**src/rtl/fpm_pkg.sv**
```systemverilog
// Shared types and default widths for the floating-point multiplier datapath.
package fpm_pkg;

    localparam int FPM_WIDTH = 16;
    localparam int FPM_POS_W = 4;
    localparam int FPM_EXP_W = 8;

    typedef enum logic [1:0] {
        IDLE,
        SHIFT,
        DONE
    } fpm_state_e;

    typedef struct packed {
        logic [FPM_WIDTH-1:0] mant;
        logic [FPM_EXP_W-1:0] exp;
        logic                 zero;
        logic                 uflow;
    } fpm_res_t;

endpackage

```
**src/rtl/fpm_onehot_dec.sv**
```systemverilog
// Leading-one position back to a one-hot vector; inverse of the priority encoder.
module fpm_onehot_dec
    import fpm_pkg::*;
#(
    parameter int POS_W = FPM_POS_W,
    parameter int WIDTH = FPM_WIDTH
) (
    input  logic [POS_W-1:0] pos_i,
    output logic [WIDTH-1:0] onehot_o
);

    always_comb begin
        onehot_o        = '0;
        onehot_o[pos_i] = 1'b1;
    end

endmodule

```
**src/rtl/fpm_norm_decoder.sv**
```systemverilog
// Multi-cycle mantissa normaliser driven by the encoded leading-one position,
// with exponent adjust and zero/underflow flush.
module fpm_norm_decoder
    import fpm_pkg::*;
#(
    parameter int WIDTH = FPM_WIDTH,
    parameter int POS_W = FPM_POS_W,
    parameter int EXP_W = FPM_EXP_W,
    parameter int STEP  = 1
) (
    input  logic             clk,
    input  logic             rst_n,
    input  logic             in_valid,
    output logic             in_ready,
    input  logic [WIDTH-1:0] mant_in,
    input  logic [POS_W-1:0] pos_in,
    input  logic             nz_in,
    input  logic [EXP_W-1:0] exp_in,
    output logic             out_valid,
    input  logic             out_ready,
    output logic [WIDTH-1:0] mant_out,
    output logic [EXP_W-1:0] exp_out,
    output logic [WIDTH-1:0] onehot_out,
    output logic             zero_out,
    output logic             uflow_out
);

    localparam logic [POS_W-1:0] STEP_W = POS_W'(STEP);

    fpm_state_e       state_q, state_d;
    logic [WIDTH-1:0] mant_q, mant_d;
    logic [WIDTH-1:0] onehot_q, onehot_d, onehot_dec;
    logic [EXP_W-1:0] exp_q, exp_d;
    logic [POS_W-1:0] cnt_q, cnt_d, cnt_in, shamt;
    logic             zero_q, zero_d, uflow_q, uflow_d;

    fpm_onehot_dec #(.POS_W(POS_W), .WIDTH(WIDTH)) u_dec (
        .pos_i   (pos_in),
        .onehot_o(onehot_dec)
    );

    assign cnt_in = POS_W'(WIDTH - 1) - pos_in;
    assign shamt  = (cnt_q < STEP_W) ? cnt_q : STEP_W;

    always_comb begin
        state_d  = state_q;
        mant_d   = mant_q;
        exp_d    = exp_q;
        onehot_d = onehot_q;
        cnt_d    = cnt_q;
        zero_d   = zero_q;
        uflow_d  = uflow_q;
        case (state_q)
            IDLE: begin
                if (in_valid) begin
                    mant_d   = mant_in;
                    exp_d    = exp_in;
                    onehot_d = onehot_dec;
                    cnt_d    = cnt_in;
                    zero_d   = 1'b0;
                    uflow_d  = 1'b0;
                    state_d  = DONE;
                    if (!nz_in) begin
                        mant_d   = '0;
                        exp_d    = '0;
                        onehot_d = '0;
                        cnt_d    = '0;
                        zero_d   = 1'b1;
                    end else if (cnt_in != '0 && EXP_W'(cnt_in) >= exp_in) begin
                        // Checked before subtracting so the exponent never wraps.
                        mant_d  = '0;
                        exp_d   = '0;
                        cnt_d   = '0;
                        uflow_d = 1'b1;
                    end else if (cnt_in != '0) begin
                        exp_d   = exp_in - EXP_W'(cnt_in);
                        state_d = SHIFT;
                    end
                end
            end
            SHIFT: begin
                mant_d = mant_q << shamt;
                cnt_d  = cnt_q - shamt;
                if (cnt_q == shamt) state_d = DONE;
            end
            DONE: begin
                if (out_ready) state_d = IDLE;
            end
            default: state_d = IDLE;
        endcase
    end

    always_ff @(posedge clk) begin
        if (!rst_n) begin
            state_q  <= IDLE;
            mant_q   <= '0;
            exp_q    <= '0;
            onehot_q <= '0;
            cnt_q    <= '0;
            zero_q   <= 1'b0;
            uflow_q  <= 1'b0;
        end else begin
            state_q  <= state_d;
            mant_q   <= mant_d;
            exp_q    <= exp_d;
            onehot_q <= onehot_d;
            cnt_q    <= cnt_d;
            zero_q   <= zero_d;
            uflow_q  <= uflow_d;
        end
    end

    assign in_ready   = (state_q == IDLE);
    assign out_valid  = (state_q == DONE);
    assign mant_out   = mant_q;
    assign exp_out    = exp_q;
    assign onehot_out = onehot_q;
    assign zero_out   = zero_q;
    assign uflow_out  = uflow_q;

endmodule
```
**config.mk**
```make
export PLATFORM = sky130hd
export DESIGN_NAME = fpm_norm_decoder
export DESIGN_NICKNAME = d
export VERILOG_FILES = /design/src/rtl/fpm_pkg.sv /design/src/rtl/fpm_onehot_dec.sv /design/src/rtl/fpm_norm_decoder.sv
export SDC_FILE = /design/constraint.sdc
export NUM_CORES = 1
export LEC_CHECK = 0
export CAP_MARGIN = 20
export CORE_MARGIN = 1
export CORE_UTILIZATION = 46
export CTS_CLUSTER_DIAMETER = 50
export DETAILED_ROUTE_END_ITERATION = 12
export HOLD_SLACK_MARGIN = 0.05
export PLACE_DENSITY = 0.86
export SLEW_MARGIN = 0
export SYNTH_ARGS = -nofsm -noshare
export SYNTH_HDL_FRONTEND = slang
export SYNTH_SLANG_ARGS = --single-unit
```
**constraint.sdc**
```tcl
create_clock -name clk -period 3.12 [get_ports clk]
set_input_delay 0.624 -clock clk [delete_from_list [all_inputs] [get_ports clk]]
set_output_delay 0.624 -clock clk [all_outputs]
set_load 0.01 [all_outputs]
```
==> flow_summary.json <==
{
  "worst-setup-path-type": "input pin to flop",
  "dp.cells": 419,
  "drt-wirelength-per-cell_um": 15.0,
  "synth_nets": 323,
  "yosys.area.top_type": "dfxtp_1",
  "vdd.ir_drop.worst_mv": 0.381,
  "worst_hold_path.endpoint": "exp_out[0]",
  "fmax_mhz": 355,
  "synthDistinctLibCells": 44,
  "hpwl_um": 4490,
  "fin_setup_tns_ps": 0,
  "drive_gt1_share_pct": 8.06,
  "crit_path_max_incr_delay_ps": 440,
  "numCtsBuffers": 5,
  "endpoint_kind": "flop",
  "fp-row-count": 25,
  "routed-via-count": 2477,
  "drcViolationCount": 0,
  "initial_core_util_pct": 48.7,
  "worstPathRequired_ps": 3320,
  "fin_crit_sh_pct": 90.2,
  "grt_pass1_vias": 2267,
  "hold_path_startpoint": "exp_out[0]",
  "grt_pass1_wl_um": 10400,
  "pin_count": 77,
  "final_area_sq_mm": 0.00329,
  "yosysWarnings": 0,
  "coreArea_sq_mm": 0.00482,
  "max-slew-margin-rel_pct": 55.4,
  "io_buffer_count": 76,
  "path_max_fanout": 8,
  "powerDensity_mw_per_mm2": 476,
  "cts_hold_buf": 0,
  "syn_area_per_cell_sq_um": 8.26,
  "total_power_w": 0.00157,
  "cts_tree": "done",
  "place_congestion": 1.02,
  "arrival_ps": 3010,
  "hold_class": "flop to flop",
  "post_dp_cell_area_sq_mm": 0.00317,
  "r2r-start": "state_q[1]",
  "cts_htree_levels": 2,
  "cts_resized": 0,
  "hold-path-cell-count": 2,
  "pre_cts_slack_ps": 77.7,
  "synth.area.top_cells": "dfxtp_1, nor2_1, a21oi_1",
  "gr-usage-all-layers_pct": 24.8,
  "synth_area_sq_mm": 0.00235,
  "die_area_sq_mm": 0.00539,
  "ys_seq_area_share_pct": 40.9,
  "fin_ws_ps": 304,
  "antenna_left": 0,
  "die_h_um": 73.4,
  "routed_wl_um": 6390,
  "outcome": "finished, final reports clean",
  "synthArstFlopShare_pct": 0,
  "drt_iter0_drc": 229,
  "rsz0062_at_grt": "no",
  "insertedDiodeCount": 0,
  "syn-instance-count": 284,
  "layout.cells.non_filler": 427,
  "reg2reg_to": "onehot_out[14]",
  "synth_top_area_share_pct": 40.9,
  "worst_pin_slew_ps": 669,
  "clk_latency_ps": 310,
  "cts_setup_buffers": 0,
  "clk_pin_slew_worst_paths_ps": 90,
  "final_max_slew_viol_count": 0,
  "die_w_um": 73.4,
  "cts_sinks": 48,
  "leakagePower_nw": 1.22,
  "synthFlopType": "dfxtp_1",
  "nNetsFinal": 398,
  "synth_edf_count": 0,
  "period_needed_ps": 2820,
  "cp-start-kind": "input pin",
  "ys_ff_latch": 48,
  "area_growth_pct": 40.2,
  "cts_root_buf": "clkbuf_8",
  "vias_per_cell": 5.80,
  "r2r_setup_slack_ps": 1350,
  "grt_antenna_before_repair": 0,
  "crit_path_cell_trace": "clkdlybuf4s50_1 -> inv_1 -> ha_1 -> inv_1 -> fa_1 -> and3_1 -> o21ai_1 -> nand3_1 -> nand3_1 -> o21ai_0",
  "clockBufferDepth": 2,
  "clock_skew_ps": 8.99,
  "crit_slowest_cell": "clkdlybuf4s50_1",
  "hold_violations": 0,
  "grt_overflow": 0,
  "max-cap-violations": 0,
  "grt_max_degree": 27,
  "worst_r2r_path_depth": 5,
  "setup_viol": 0,
  "drtPass1Iterations": 4
}
## Yosys cell counts (all sizes together) (3+ instances only)
| library cell | n |
|---|---|
| dfxtp | 48 |
| nor2 | 47 |
| a21oi | 22 |
| nand3 | 17 |
| nor3 | 17 |
| nand2 | 16 |
| nor4 | 15 |
| a22oi | 14 |
| clkbuf | 10 |
| o21ai | 10 |
| buf | 8 |
| a31oi | 6 |
| inv | 6 |
| a32oi | 5 |
| ha | 5 |
| nand4 | 5 |
| nor2b | 5 |
| xnor2 | 4 |
| a21o | 3 |
| and3 | 3 |
| nand2b | 3 |
## per-layer routing
| layer | share of wire (%) | up-vias | wire, um | GRT usage, % |
|---|---|---|---|---|
| met3 | 6.8 | 9 | 432 | 6.31 |
| met5 | 0 | - | 0 | 0 |
| li1 | - | 1180 | - | - |
| met4 | 1.2 | 0 | 78 | 7.91 |
| met2 | 48 | 100 | 3070 | 39.5 |
| met1 | 44 | 1188 | 2810 | 33.1 |
## worst max path at each step
stage,from,to,slack (ps),depth (start not counted)
2_1_floorplan,pos_in[0],mant_out[7],760,10
3_3_place_gp,pos_in[0],exp_out[5],150,10
3_5_place_dp,pos_in[0],exp_out[5],80,10
4_1_cts,pos_in[0],exp_out[5],360,10
5_1_grt,pos_in[0],exp_out[5],130,10
6_report,pos_in[0],exp_out[5],300,10
## kinds of logic after synthesis
| logic type | share of synthesized area, % |
|---|---|
| AOI/OAI and AO/OA | 18.2 |
| xor gates and xnor gates | 2.24 |
| adders and majority gates | 3.52 |
| buffers and inverters | 5.28 |
| DFF | 40.9 |
| and+or+nand+nor | 29.8 |
## layout by cell type (no fill, tap or decap), types with 2 or more instances in the layout
master / synthesis / routed
nor3_1: 17 / 17
nor4_1: 12 / 12
xor2_1: 2 / 2
clkbuf_8: 0 / 7
a32oi_1: 5 / 5
nand2b_1: 3 / 3
a31oi_1: 5 / 5
a21oi_1: 21 / 21
nand4_1: 5 / 5
inv_1: 6 / 6
buf_4: 2 / 10
nor2_1: 46 / 46
a21o_1: 3 / 3
dfxtp_1: 48 / 48
xnor2_1: 4 / 4
nand3_1: 17 / 17
clkdlybuf4s50_1: 0 / 76
and3_1: 3 / 3
nor2b_1: 5 / 5
nor4_2: 3 / 3
ha_1: 5 / 5
o21ai_0: 8 / 8
nand2_1: 15 / 15
a22oi_1: 14 / 14
## where the power goes
group          switching [W]  internal [W]
logic               0.000199      0.000191
clock network       0.000208      0.000283
registers          0.0000327      0.000653
total               0.000439       0.00113
## critical path, delay by kind of cell
| kind | cells | cell delay, ps |
|---|---|---|
| AND/OR/NAND/NOR | 3 | 830 |
| buffers and inverters | 3 | 610 |
| adder cells (fa/ha/maj) | 2 | 590 |
| AO/OA/AOI/OAI | 2 | 350 |
## area by class of cell
class / instances / area [sq um]
well taps: 67 / 83.8
repair buffers: 86 / 836
clock inverters: 1 / 30.0
fillers: 414 / 1530
clock buffers: 7 / 96.3
inverters: 6 / 22.5
flip-flops and latches: 48 / 961
multi-input cells: 212 / 1260
## through the flow
step                util [%]  hold slack [ps]
finish                  68.3              476
global route            68.3              501
CTS                     68.3              477
detailed placement      65.7              465
global placement        65.7              462
floorplan                  -              483
## flip-flops by register name, summed over array words and instances, names as in the netlist
signal / cells
mant_out: 16
onehot_out: 16
exp_out: 8
cnt_q: 4
state_q: 2
uflow_out: 1
zero_out: 1
Power figures use the tool's default switching activity.
